[src/rtl/seq_frame_tx_1011.sv]
// seq_frame_tx_1011 -- serial frame transmitter for the 1011 sync-word link.
//
// Accepts one DATA_W-bit word per valid/ready handshake and emits the frame
// one bit per clock: sync word 1011, payload MSB first, optional even parity
// bit, then GAP_CYCLES idle cycles before the next word can be accepted.
//
// Optional feature macro: PARITY_EN
//   defined   -> one parity bit (^payload) follows the payload, frame = 5+DATA_W
//   undefined -> no parity state, frame = 4+DATA_W
//
// Ports:
//   clk         clock, all state updates on posedge
//   reset       synchronous active-high reset
//   in_data     payload word, sampled on the handshake edge
//   in_valid    in_data is valid
//   in_ready    block accepts a word this cycle (IDLE only)
//   out_bit     serial bit: sync, payload MSB first, parity
//   out_valid   out_bit belongs to a frame
//   busy        state is not IDLE
//   frame_done  one-cycle pulse while the last frame bit is driven

module seq_frame_tx_1011 #(
    parameter int DATA_W     = 8,
    parameter int GAP_CYCLES = 2
) (
    input  logic              clk,
    input  logic              reset,
    input  logic [DATA_W-1:0] in_data,
    input  logic              in_valid,
    output logic              in_ready,
    output logic              out_bit,
    output logic              out_valid,
    output logic              busy,
    output logic              frame_done
);

    localparam int MAX_A    = (DATA_W > 4) ? DATA_W : 4;
    localparam int MAX_CNT  = (GAP_CYCLES > MAX_A) ? GAP_CYCLES : MAX_A;
    localparam int CNT_W    = $clog2(MAX_CNT + 1);
    localparam int GAP_LAST = (GAP_CYCLES > 0) ? GAP_CYCLES - 1 : 0;

    localparam logic [3:0] SYNC_WORD = 4'b1011;

`ifdef PARITY_EN
    typedef enum logic [2:0] {IDLE, SYNC, DATA, PARITY, GAP} state_t;
`else
    typedef enum logic [2:0] {IDLE, SYNC, DATA, GAP} state_t;
`endif

    // State entered after the last frame bit: skip GAP entirely when it has no cycles.
    localparam state_t AFTER_FRAME = (GAP_CYCLES > 0) ? GAP : IDLE;

    state_t            state, state_n;
    logic [CNT_W-1:0]  cnt, cnt_n;
    logic [DATA_W-1:0] shreg, shreg_n;
`ifdef PARITY_EN
    logic              par, par_n;
`endif

    logic ready_c, valid_c, bit_c, done_c;

    always_ff @(posedge clk) begin
        if (reset) begin
            state <= IDLE;
            cnt   <= '0;
            shreg <= '0;
`ifdef PARITY_EN
            par   <= 1'b0;
`endif
        end else begin
            state <= state_n;
            cnt   <= cnt_n;
            shreg <= shreg_n;
`ifdef PARITY_EN
            par   <= par_n;
`endif
        end
    end

    always_comb begin
        state_n = state;
        cnt_n   = cnt;
        shreg_n = shreg;
`ifdef PARITY_EN
        par_n   = par;
`endif
        ready_c = 1'b0;
        valid_c = 1'b0;
        bit_c   = 1'b0;
        done_c  = 1'b0;

        case (state)
            IDLE: begin
                ready_c = 1'b1;
                if (in_valid) begin
                    state_n = SYNC;
                    cnt_n   = '0;
                    shreg_n = in_data;
`ifdef PARITY_EN
                    // Parity is captured at load since the payload is shifted away.
                    par_n   = ^in_data;
`endif
                end
            end

            SYNC: begin
                valid_c = 1'b1;
                bit_c   = SYNC_WORD[2'd3 - cnt[1:0]];
                if (cnt == CNT_W'(3)) begin
                    state_n = DATA;
                    cnt_n   = '0;
                end else begin
                    cnt_n = cnt + 1'b1;
                end
            end

            DATA: begin
                valid_c = 1'b1;
                bit_c   = shreg[DATA_W-1];
                shreg_n = shreg << 1;
                if (cnt == CNT_W'(DATA_W - 1)) begin
                    cnt_n = '0;
`ifdef PARITY_EN
                    state_n = PARITY;
`else
                    done_c  = 1'b1;
                    state_n = AFTER_FRAME;
`endif
                end else begin
                    cnt_n = cnt + 1'b1;
                end
            end

`ifdef PARITY_EN
            PARITY: begin
                valid_c = 1'b1;
                bit_c   = par;
                done_c  = 1'b1;
                cnt_n   = '0;
                state_n = AFTER_FRAME;
            end
`endif

            GAP: begin
                if (cnt == CNT_W'(GAP_LAST)) begin
                    state_n = IDLE;
                    cnt_n   = '0;
                end else begin
                    cnt_n = cnt + 1'b1;
                end
            end

            default: begin
                state_n = IDLE;
                cnt_n   = '0;
            end
        endcase
    end

    // Outputs are forced low while reset is high, so an aborted frame goes
    // quiet in the reset cycle itself rather than one cycle later.
    assign in_ready   = ready_c & ~reset;
    assign out_valid  = valid_c & ~reset;
    assign out_bit    = bit_c   & ~reset;
    assign frame_done = done_c  & ~reset;
    assign busy       = (state != IDLE) & ~reset;

endmodule

[config.mk]
export PLATFORM = sky130hd
export DESIGN_NAME = seq_frame_tx_1011
export DESIGN_NICKNAME = d
export VERILOG_FILES = /design/src/rtl/seq_frame_tx_1011.sv
export SDC_FILE = /design/constraint.sdc
export NUM_CORES = 1
export LEC_CHECK = 0
export ABC_AREA = 1
export CAP_MARGIN = 5
export CORE_UTILIZATION = 35
export CTS_CLUSTER_DIAMETER = 80
export CTS_CLUSTER_SIZE = 10
export DETAILED_ROUTE_END_ITERATION = 6
export GPL_ROUTABILITY_DRIVEN = 0
export PLACE_DENSITY_LB_ADDON = 0.2
export SLEW_MARGIN = 20
export SYNTH_ARGS = -nofsm -noshare
export SYNTH_HDL_FRONTEND = slang
export SYNTH_SLANG_ARGS = --single-unit
[constraint.sdc]
create_clock -name clk -period 1.56 [get_ports clk]
set_input_delay 0.39 -clock clk [delete_from_list [all_inputs] [get_ports clk]]
set_output_delay 0.39 -clock clk [all_outputs]
set_load 0.02 [all_outputs]
Word level (Yosys, flattened, before mapping)
Index checks and enable logic that the tools add are counted.
{"block": "totals", "elab_cells": 47, "latchBits": 0, "n_memories": 0, "romBits": 0, "mem_bits_rw": 0, "ff_bits": 15, "output_inout_bits": 5}
{"block": "op_classes", "n_reduce_logical": 6, "n_mux": 19, "n_bitwise": 6, "div": 0, "n_shift": 0, "n_mul": 0, "n_eq_ne": 10, "magnitude_cmp": 1, "add_sub_neg": 2}
{"operator": "2-to-1 mux 4 bit", "count": 4}
{"operator": "case mux 4 bit (4 select lines)", "count": 1}
{"operator": "case mux 8 bit (2 select lines)", "count": 1}
{"operator": "2-to-1 mux 3 bit", "count": 4}
{"operator": "case mux 3 bit (4 select lines)", "count": 1}
{"operator": "2-to-1 mux 8 bit", "count": 1}
{"operator": "inequality test 2 bit, second input constant", "count": 4}
{"operator": "equality test 3 x 2 -> 1 bit, second input constant", "count": 2}
{"operator": "AND 1 bit", "count": 5}
{"operator": "2-to-1 mux 1 bit", "count": 5}
{"operator": "adder 4 x 1 -> 4 bit, second input constant", "count": 1}
{"operator": "equality test 4 x 1 -> 1 bit, second input constant", "count": 1}
{"operator": "equality test 4 x 2 -> 1 bit, second input constant", "count": 1}
{"operator": "equality test 4 x 3 -> 1 bit, second input constant", "count": 1}
{"operator": "AND reduction 4 bit", "count": 1}
{"operator": "equality test 3 x 1 -> 1 bit, second input constant", "count": 1}
{"operator": "zero test 3 bit", "count": 1}
{"operator": "less-than comparator 2 x 3 -> 1 bit, second input constant", "count": 1}
{"operator": "nonzero test 3 bit", "count": 1}
{"operator": "binary-select mux 1 bit (select 2 bit)", "count": 1}
{"operator": "case mux 1 bit (2 select lines)", "count": 1}
{"operator": "AND reduction 2 bit", "count": 1}
{"operator": "nonzero test 2 bit", "count": 1}
{"operator": "OR reduction 2 bit", "count": 1}
{"operator": "2 further kinds", "count": 2}

Depth between registers and ports, before layout
{"block": "logic_depth", "ltp_word": 5, "ltp_mapped": 10}

Worst setup path before layout
Ideal clock, no wire load.
{"block": "synth_path", "path_kind": "reg2out", "from": "register state[0]", "to": "output frame_done", "t_arrival_ns": 1.406, "stages_incl_launch_ff": 7, "path_slack_ns": -0.236, "required_ns": 1.170, "cell_sequence": "dfxtp_1 inv_1 ha_1 buf_6 inv_4 buf_2 nor3_1"}
{"block": "synth_via", "elab_chain_len": 3}
{"item": "start: declaration", "line_no": "53", "text": "state_t state, state_n;"}
{"item": "start signal: assignment", "line_no": "71", "text": "state <= state_n;"}
{"item": "equality test 3 x 2 -> 1 bit", "line_no": "92", "text": "case (state)"}
{"item": "2-to-1 mux 1 bit", "line_no": "92"}
{"item": "AND 1 bit", "line_no": "165", "text": "assign frame_done = done_c & ~reset;"}
{"item": "end: declaration", "line_no": "34", "text": "output logic frame_done"}
No other way between the ends.

Final worst setup path
{"block": "layout_path", "from": "register state[1]", "to": "output out_bit"}
{"block": "layout_via", "elab_chain_len": 3}
{"item": "equality test 3 x 2 -> 1 bit or equality test 3 x 1 -> 1 bit (tied branches)", "line_no": "92"}
{"item": "case mux 1 bit (2 select lines) (*)", "line_no": "92"}
{"item": "AND 1 bit (*)", "line_no": "164", "text": "assign out_bit = bit_c & ~reset;"}
{"item": "end: declaration", "line_no": "31", "text": "output logic out_bit,"}
Mark *: on every way between the ends. The rest lies on a longest branch, timed or not.

==> summary.txt <==
Clock tree
  – Total CTS buffers: 3
  – CTS Sinks: 14
  – Clock Latency Late Sink: 0.29 ns
  – Clock tree buffer depth: 2
  – Reg clk slew, reported paths: 0.09 ns
  – CTS tree: yes
  – H-tree levels: 1
  – CTS root buf: clkbuf_4

Power
  – Flop pwr share: 0.288
  – Gate power share: 0.580
  – Power share of the clock group: 0.132
  – Switching part of the total: 0.418
  – Internal: 1190 uW
  – Power density cells: 1520 nW/um^2
  – Worst IR Drop VDD: 0.000974 V
  – P_sw: 853 uW
  – Leak: 0.000577 uW

GRT
  – GR Util All Layers: 0.182
  – Pin count of the biggest net entering global routing: 16
  – First-pass GRT wire length: 3.54 mm
  – Initial antenna violation count: 0
  – Gr ovfl total: 0
  – Vias in the first global route: 827

Synthesis
  – Multiplexer share of the synthesized area: 0
  – Ranking of synthesized cells by area: dfxtp_1 33%, nand2_1 13%, ha_1 10%
  – Adder-Cell Fraction of Synth Area: 0.103
  – Synth Warn #: 0
  – Mapped Area: 850 um^2
  – Simple logic cell fraction of the synthesized area: 0.272
  – Post-synthesis compound-gate area fraction: 0.175
  – Flops & latches, synth: 14
  – Mapped Avg Cell Area: 7.26 um^2
  – Largest family of logic cells by synthesized area: simple AND/OR/NAND/NOR gates
  – Seq/Total Area, Yosys: 0.330
  – Synth top area share: 0.330
  – Cell taking the most area after synthesis: dfxtp_1
  – Post-synthesis cell count: 117
  – Post-Synth XOR/XNOR Area: 0.0103
  – Post-synthesis cell type count: 24
  – Syn Nets: 135

Floorplanning
  – # IOs: 16
  – Area of the core: 2250 um^2
  – Starting Density: 0.377
  – Die Area: 2630 um^2
  – DIE HEIGHT: 51.3 um
  – Row count: 17
  – Die X: 51.3 um

Setup path
  – Critical Path Slowest Stage Cell: dfxtp_2
  – Biggest fanout along the worst timing path: 3
  – Worst EP arrival: 1.31 ns
  – Startpoint Class: flop
  – Cells along the critical path: inv_2 > ha_4 > inv_4 > nor3_4 > buf_6
  – Largest stage delay, worst path: 0.35 ns
  – Crit path required time: 1.17 ns
  – CP Class: reg -> out
  – Setup crit end kind: output pin

Drt
  – Vias per cell: 4.92
  – DRT Pass-1 Iters: 4
  – Starting DRC count in detailed routing: 6
  – Drt drc: 0
  – Via count: 916
  – Post-route ant nets: 0
  – Final wirelength: 2.11 mm
  – Average wire per standard cell: 11.3 um

Job
  – Maxcap violations: 0

STA
  – Final worst path period share: 1.09
  – Fin Clk Skew: 0.00766 ns
  – Worst hold slack: 0.467 ns
  – Worst rel slew slack: 0.811
  – Final Hold Fails: 0
  – Max Slew Vio Count: 0
  – Slew @ Worst Pin: 0.283 ns
  – RSZ-0062 raised after global routing: yes
  – Count of final setup violators: 3
  – Achievable Freq: 587 MHz
  – Final critical-path required period: 1.70 ns
  – Post-route setup slack: -0.145 ns

Finish
  – # diodes: 0
  – Area of the multi-input gates: 568 um^2
  – Layout cells sized above 1: 0.418
  – Area grow syn2layout: 58.6%
  – Commonest non-fill, non-tap cell in the layout: nand2_1
  – Non-Filler Instances: 186
  – Fill cells: 213
  – NumNets Final: 177
  – Most frequent cells in the layout: 29 x nand2_1, 24 x buf_4, 10 x a21oi_1, 10 x dfxtp_1, 9 x clkdlybuf4s50_1
  – Reg area: 288 um^2

Status
  – Outcome: complete, but fails checks
  – Failing checks: negative setup slack

Placed design
  – Port bufs: 15
  – Placed Cells: 176
  – Hpwl dp: 1.47 mm

Hold path
  – HP Class: reg -> reg
==> routing by layer <==
metal / wire (um) / global-route usage
met5: 0 / 0
met4: 31 / 0.0495
met3: 94 / 0.0655
met2: 1030 / 0.307
met1: 951 / 0.217
==> cells in the mapped netlist <==
cell type	instances
a21oi_1	10
a22oi_1	1
a31oi_1	7
buf_2	1
buf_6	1
buf_8	1
clkbuf_1	1
dfxtp_1	14
ha_1	7
inv_1	10
inv_2	2
inv_4	2
nand2_1	29
nand2_2	1
nand2_4	2
nand3_1	6
nand3_2	1
nand4_1	1
nor2_1	7
nor3_1	3
o21ai_0	6
o21ai_2	2
or2_1	1
xor2_1	1
==> final timing paths <==
| path | to | from | slack, ns | cells after the start |
|---|---|---|---|---|
| max | out_bit | state[1]$_SDFFE_PP0P_ | -0.14 | 5 |
| min reg2reg | shreg[4]$_SDFFE_PP0P_ | shreg[3]$_SDFFE_PP0P_ | 0.47 | 2 |
| max reg2reg | state[1]$_SDFFE_PP0P_ | state[0]$_SDFFE_PP0P_ | 0.12 | 9 |
| min | shreg[4]$_SDFFE_PP0P_ | shreg[3]$_SDFFE_PP0P_ | 0.47 | 2 |
==> critical path: cells and delay by family (launching register included) <==
kind	cells	cell delay (ns)
simple gates	1	0.18
flops	1	0.35
fa+ha+maj	1	0.27
buf+inv	3	0.23
==> repair_timing <==
action,4_1_cts,5_1_grt
endpoints found under the setup margin,6,5
pin swaps,3,5
resized for setup,46,15
cloned,0,0
buffers inserted,5,1
hold buffers,0,0
==> power by group through the flow <==
| stage | combinational [uW] | sequential (uW) | clock (uW) |
|---|---|---|---|
| after floorplan | 679 | 559 | 0 |
| after global placement | 947 | 571 | 0 |
| after detailed placement | 956 | 578 | 0 |
| after CTS | 1070 | 583 | 276 |
| after global routing | 1320 | 609 | 296 |
| final | 1180 | 588 | 270 |
==> final cells by class <==
| cell class | count | share of cell area |
|---|---|---|
| tap | 28 | 0.0260 |
| multi-input combinational | 85 | 0.422 |
| timing repair buffer | 41 | 0.266 |
| clock buffer | 4 | 0.0269 |
| sequential | 14 | 0.214 |
| inverter | 14 | 0.0464 |
==> metrics by stage <==
| stage | cell area [um^2] | setup TNS [ns] | utilization | total power, uW | setup slack, ns |
|---|---|---|---|---|---|
| 4_1_cts | 1290 | -0.357 | 0.570 | 1930 | -0.167 |
| 3_3_place_gp | 1160 | -3.46 | 0.514 | 1520 | -0.580 |
| 6_report | 1350 | -0.228 | 0.598 | 2040 | -0.145 |
| 2_1_floorplan | 860 | -0.0743 | - | 1240 | -0.0743 |
| 3_5_place_dp | 1160 | -3.49 | 0.514 | 1530 | -0.581 |
| 5_1_grt | 1350 | -0.440 | 0.598 | 2220 | -0.209 |
==> cells by family after synthesis <==
family,count (synthesis)
simple gates,51
compound gates,26
buf+inv,18
xor+xnor,1
fa+ha+maj,7
flops,14
==> registers in the layout, summed over array words and instances (netlist names) <==
name,count
cnt,4
state,2
shreg,8
Note: power is estimated with default switching activity, not from simulation.
